`config.mk`:
```
export PLATFORM = sky130hd
export DESIGN_NAME = alu_multicycle_seq
export DESIGN_NICKNAME = d
export VERILOG_FILES = /design/src/rtl/alu_multicycle_seq.sv
export SDC_FILE = /design/constraint.sdc
export NUM_CORES = 1
export LEC_CHECK = 0
export ABC_AREA = 1
export CAP_MARGIN = 5
export CELL_PAD_IN_SITES_DETAIL_PLACEMENT = 0
export CELL_PAD_IN_SITES_GLOBAL_PLACEMENT = 1
export CORE_MARGIN = 2
export CORE_UTILIZATION = 18
export CTS_CLUSTER_SIZE = 25
export DETAILED_ROUTE_END_ITERATION = 6
export PLACE_DENSITY = 0.81
export SETUP_SLACK_MARGIN = 0.02
export SLEW_MARGIN = 40
export SYNTH_ARGS = -nofsm -noshare
export SYNTH_HDL_FRONTEND = slang
export SYNTH_SLANG_ARGS = --single-unit
```
`constraint.sdc`:
```
create_clock -name clk -period 1.3 [get_ports clk]
set_clock_uncertainty 0.05 [all_clocks]
set_input_delay 0.26 -clock clk [delete_from_list [all_inputs] [get_ports clk]]
set_output_delay 0.26 -clock clk [all_outputs]
set_load 0.1 [all_outputs]
```
`src/rtl/alu_multicycle_seq.sv`:
```
`default_nettype none
// ============================================================================
// Module : alu_multicycle_seq
// Brief  : Stall/sequencing control for the iterative VDIV/VMOD/VSQRT unit.
// Rev    : 1.0  initial release
// ============================================================================

module alu_multicycle_seq #(
    parameter int DIV_BASE  = 2,
    parameter int SQRT_BASE = 2,
    parameter int CNT_W     = 5
) (
    input  logic        clk,
    input  logic        reset_n,
    input  logic [0:31] ID_EX_Instr,
    input  logic        ID_EX_Valid,
    input  logic [0:63] rB_data,
    input  logic        ex_flush,
    output logic        EX_Stall,
    output logic        mc_start,
    output logic [1:0]  mc_op,
    output logic [1:0]  mc_ww,
    output logic        mc_busy,
    output logic        mc_done,
    output logic [0:7]  mc_div0
);

    localparam logic [5:0] C_TYPE_VEC  = 6'b101010;
    localparam logic [5:0] C_OPC_VDIV  = 6'b001110;
    localparam logic [5:0] C_OPC_VMOD  = 6'b001111;
    localparam logic [5:0] C_OPC_VSQRT = 6'b010010;
    localparam logic [1:0] C_OP_DIV    = 2'b00;
    localparam logic [1:0] C_OP_MOD    = 2'b01;
    localparam logic [1:0] C_OP_SQRT   = 2'b10;

    typedef enum logic [1:0] {
        ST_IDLE = 2'd0,
        ST_BUSY = 2'd1,
        ST_DONE = 2'd2
    } state_t;

    state_t             state_q, state_d;
    logic [CNT_W-1:0]   cnt_q, cnt_d;
    logic [1:0]         op_q, op_d;
    logic [1:0]         ww_q, ww_d;
    logic [0:7]         div0_q, div0_d;
    logic               start_q, start_d;

    logic [5:0]         instr_type;
    logic [1:0]         instr_ww;
    logic [5:0]         instr_opc;
    logic               opc_hit;
    logic [1:0]         op_dec;
    logic               accept;
    logic [CNT_W-1:0]   lat_m1;
    logic [0:7]         zero_det;
    logic               w_unused;

    assign instr_type = ID_EX_Instr[0:5];
    assign instr_ww   = ID_EX_Instr[24:25];
    assign instr_opc  = ID_EX_Instr[26:31];
    assign w_unused   = ^ID_EX_Instr[6:23];

    always_comb begin
        opc_hit = 1'b1;
        op_dec  = C_OP_DIV;
        case (instr_opc)
            C_OPC_VDIV:  op_dec = C_OP_DIV;
            C_OPC_VMOD:  op_dec = C_OP_MOD;
            C_OPC_VSQRT: op_dec = C_OP_SQRT;
            default:     opc_hit = 1'b0;
        endcase
    end

    // Reset is folded in so the combinational stall is also quiet during reset.
    assign accept = reset_n && (state_q == ST_IDLE) && ID_EX_Valid &&
                    (instr_type == C_TYPE_VEC) && opc_hit && !ex_flush;

    // Counter load value is N-1: div uses L/4 = 2<<WW, sqrt uses L/8 = 1<<WW.
    always_comb begin
        if (op_dec == C_OP_SQRT)
            lat_m1 = CNT_W'((32'd1 << instr_ww) + 32'(SQRT_BASE) - 32'd1);
        else
            lat_m1 = CNT_W'((32'd2 << instr_ww) + 32'(DIV_BASE) - 32'd1);
    end

    // Lane k occupies rB_data[k*L : k*L+L-1]; lanes beyond 64/L stay clear.
    always_comb begin
        zero_det = '0;
        case (instr_ww)
            2'b00: for (int k = 0; k < 8; k++) zero_det[k] = (rB_data[k*8 +: 8] == 8'd0);
            2'b01: for (int k = 0; k < 4; k++) zero_det[k] = (rB_data[k*16 +: 16] == 16'd0);
            2'b10: for (int k = 0; k < 2; k++) zero_det[k] = (rB_data[k*32 +: 32] == 32'd0);
            default: zero_det[0] = (rB_data == 64'd0);
        endcase
    end

    always_comb begin
        state_d = state_q;
        cnt_d   = cnt_q;
        op_d    = op_q;
        ww_d    = ww_q;
        div0_d  = div0_q;
        start_d = 1'b0;
        case (state_q)
            ST_IDLE: begin
                if (accept) begin
                    state_d = ST_BUSY;
                    cnt_d   = lat_m1;
                    op_d    = op_dec;
                    ww_d    = instr_ww;
                    div0_d  = (op_dec == C_OP_SQRT) ? 8'd0 : zero_det;
                    start_d = 1'b1;
                end
            end
            ST_BUSY: begin
                if (ex_flush)
                    state_d = ST_IDLE;
                else if (cnt_q == '0)
                    state_d = ST_DONE;
                else
                    cnt_d = cnt_q - 1'b1;
            end
            default: state_d = ST_IDLE;
        endcase
    end

    always_ff @(posedge clk) begin
        if (!reset_n) begin
            state_q <= ST_IDLE;
            cnt_q   <= '0;
            op_q    <= '0;
            ww_q    <= '0;
            div0_q  <= '0;
            start_q <= 1'b0;
        end else begin
            state_q <= state_d;
            cnt_q   <= cnt_d;
            op_q    <= op_d;
            ww_q    <= ww_d;
            div0_q  <= div0_d;
            start_q <= start_d;
        end
    end

    // A flush landing in DONE suppresses the completion pulse.
    assign EX_Stall = accept || (state_q == ST_BUSY);
    assign mc_start = start_q;
    assign mc_op    = op_q;
    assign mc_ww    = ww_q;
    assign mc_div0  = div0_q;
    assign mc_busy  = (state_q != ST_IDLE);
    assign mc_done  = (state_q == ST_DONE) && !ex_flush;

endmodule

`default_nettype wire

```
==> metrics.md <==
| Metric | Value |
|---|---|
| Clk slew on worst S/H paths | `around 0.08 ns` |
| Initial Util | `0.183` |
| Maximum clock path buffer count | `2` |
| Slowest-stage cell, CP | `clkdlybuf4s50_1` |
| Setup slack at placement | `-0.580 ns` |
| Max stage delay on crit path | `0.48 ns` |
| Max FO, Critical Path | `2` |
| Final core occ | `0.425` |
| Port bufs | `slightly below 100` |
| WP depth | `6` |
| Residual DRC | `0` |
| First-pass GRT wire length | `around 8300 um` |
| Mapped Nets | `about 350` |
| Max Fclk | `about 600 MHz` |
| GR Overflow Total | `0` |
| Final setup margin | `-0.368 ns` |
| Drt wl/cell | `between 10 and 15 um` |
| Failing checks | `setup timing` |
| Max cap viols | `0` |
| Min cycle time layout | `approximately 1.7 ns` |
| Min-Delay Path Class | `primary input to flop` |
| Slew HR | `0.800` |
| Hold-fix buffer count after cts | `0` |
| Final wirelength | `a little over 5000 um` |
| Initial antenna violation count | `0` |
| CTS Buf Count | `3` |
| Initial DRT Pass Iterations | `4` |
| CTS tree | `yes` |
| Post-DP HPWL | `around 4200 um` |
| Synthesis-to-finish area growth | `133%` |
| Area share of the largest cell type after synthesis | `0.288` |
| Core area | `~7600 um^2` |
| DR vias | `~2,000` |
| Req. time, crit path | `approximately 0.99 ns` |
| Max VDD drop | `approximately 0.00057 V` |
| RSZ-0062 raised after global routing | `true` |
| Critical Path Source | `ID_EX_Valid` |
| Cells after Synth | `around 240` |
| Delay-heaviest family, CP | `buffers and inverters` |
| Number of global-route vias before repair | `1,931` |
| Post-synthesis sequential area ratio | `0.288` |
| Largest net degree at the start of global routing | `13` |
| Share of cells above drive strength 1 | `0.281` |
| Reg area | `approximately 410 um^2` |
| WS Path Type | `primary input to output pin` |
| Final ANT Viol Nets | `0` |
| Clock latency on the worst-skew pair | `0.25 ns` |
| Ranking of synthesized cells by area | `dfxtp_1 29%, nor2_1 21%, nand2_1 15%` |
| Overall Power | `between 0.0015 and 0.002 W` |
| Die Wd | `between 90 and 100 um` |
| IO Pins | `116` |
| Final Max Slew Viols | `0` |
| Status | `finished, violations left` |
| Nets@finish | `around 490` |
| Hold path start | `ID_EX_Instr[24]` |
| Final hold vios | `0` |
| Iteration-0 DRC count of the detailed router | `between 50 and 60` |
| Reg2Reg Depth | `11` |
| Ant. Diodes | `0` |
| Area of the multi-input gates | `~1000 um^2` |
| Die area | `approximately 8400 um^2` |
| Worst Hold Depth | `4` |
| Via density | `~4.1` |
| Global placer's final weighted congestion | `approximately 0.86` |
| Critical path cell sequence | `clkdlybuf4s50_1 -> nand4_1 -> nor2_2 -> nand2_4 -> nand2_8 -> buf_12` |
| Endpoint class of the critical path | `output pin` |
| Root Buffer | `clkbuf_8` |
| Final worst-path cycle share | `1.28` |
| Mapped Area | `roughly 1400 um^2` |
| Total GRT Usage | `0.118` |
| Ys Warns | `0` |
| Startpoint Class | `primary input` |
| Yosys top cell by area | `dfxtp_1` |
| Leak | `around 1.4 nW` |
| CP bufs+invs | `2` |
| Post-synth cell types | `23` |
| Post-Syn Area per Cell | `around 5.7 um^2` |
| H-Tree Depth | `1` |
| Slew @ Worst Pin | `between 0.2 and 0.3 ns` |
| Die height | `about 90 um` |
| Power density cells | `504 nW/um^2` |
| Final setup fails | `22` |
| WP data arrival | `between 1 and 1.5 ns` |
| Seq cells post-synth | `20` |
| Filler Cell Count | `approximately 770` |
| # clock sinks | `20` |
| Critical R2R Launch | `state_q[0]` |
| Std-Cell Rows | `32` |
cells by family after synthesis:
kind of cell	count (synthesis)	share of synthesized area
AOI/OAI and AO/OA	24	0.0874
adders and majority gates	3	0.0270
DFF	20	0.288
buffers and inverters	29	0.0901
xor gates and xnor gates	2	0.0126
and+or+nand+nor	166	0.495
report_power, final:
group | switching, W | internal [W]
Combinational | 0.000130 | 0.000273
Sequential | 0.0000000680 | 0.000612
Clock | 0.000204 | 0.000411
cell usage in the layout (no fill, tap or decap), types with 3 or more instances in the layout:
master,synthesis,final
nand3_1,8,6
dfxtp_2,0,5
clkbuf_8,0,3
clkdlybuf4s50_1,0,69
a21oi_1,8,7
dlygate4sd2_1,0,11
o21ai_0,13,11
buf_6,2,8
nand4_1,7,7
inv_4,0,3
inv_1,22,17
nor2_4,0,5
ha_1,3,3
nor2_2,1,12
nand2_1,54,51
buf_12,0,17
inv_2,3,5
buf_4,0,34
o21ai_1,2,3
nor3_1,11,8
nor2_1,79,63
nand2_8,0,4
dfxtp_1,20,15
metrics by stage:
stage / TNS, ns / hold WS, ns / area, um^2 / cells
3_5_place_dp: -10.45 / 0.443 / 2950 / 475
2_1_floorplan: -1.37 / 0.280 / 1440 / 244
5_1_grt: -5.78 / 0.375 / 3230 / 486
6_report: -3.95 / 0.371 / 3230 / 486
3_3_place_gp: -9.71 / 0.435 / 2950 / 475
4_1_cts: -3.89 / 0.453 / 3130 / 485
cells in the mapped netlist:
cell / count
clkbuf_1: 1
o21ai_0: 13
nor2_2: 1
nand4_1: 7
dfxtp_1: 20
and3_1: 2
nand2_2: 2
nand2_1: 54
nor2_1: 79
inv_2: 3
inv_1: 22
xnor2_1: 1
nand2_4: 1
o21ai_1: 2
xor2_1: 1
nor3_1: 11
buf_2: 1
nand3_1: 8
ha_1: 3
a21oi_1: 8
o22ai_1: 1
buf_6: 2
nor4_1: 1
cell type report:
type,count,area share
tap,102,0.0395
multi-input combinational,195,0.322
clock inverter,1,0.00929
timing repair buffer,140,0.459
inverter,25,0.0313
sequential,20,0.126
clock buffer,3,0.0128
path summary, 6_finish.rpt:
| path | slack [ns] | to |
|---|---|---|
| min reg2reg | 0.45 | cnt_q[4] |
| max | -0.37 | EX_Stall |
| min | 0.37 | mc_ww[1] |
| max reg2reg | -0.23 | mc_div0[2] |
worst min-delay path, cell delays in order:
cell	delay, ns
dlymetal6s2s_1	0.16
inv_2	0.07
buf_4	0.11
a21oi_1	0.05
sequential cells by signal, indices dropped and copies added (netlist names):
register,count
cnt_q,5
mc_div0,8
mc_op,2
mc_start,1
mc_ww,2
state_q,2
routing by layer:
metal | vias to the layer above | routed length (um) | global-route usage
met2 | 61 | 2670 | 0.237
li1 | 1054 | - | -
met1 | 885 | 1890 | 0.122
met3 | 2 | 449 | 0.0370
met5 | - | 0 | 0
met4 | 0 | 19 | 0.0112
what timing repair did:
action	in CTS	in global routing
pin swaps	17	16
endpoints found under the setup margin	22	23
buffers inserted	6	4
resized for setup	34	28
No activity file was read; power rests on OpenSTA's default activity.
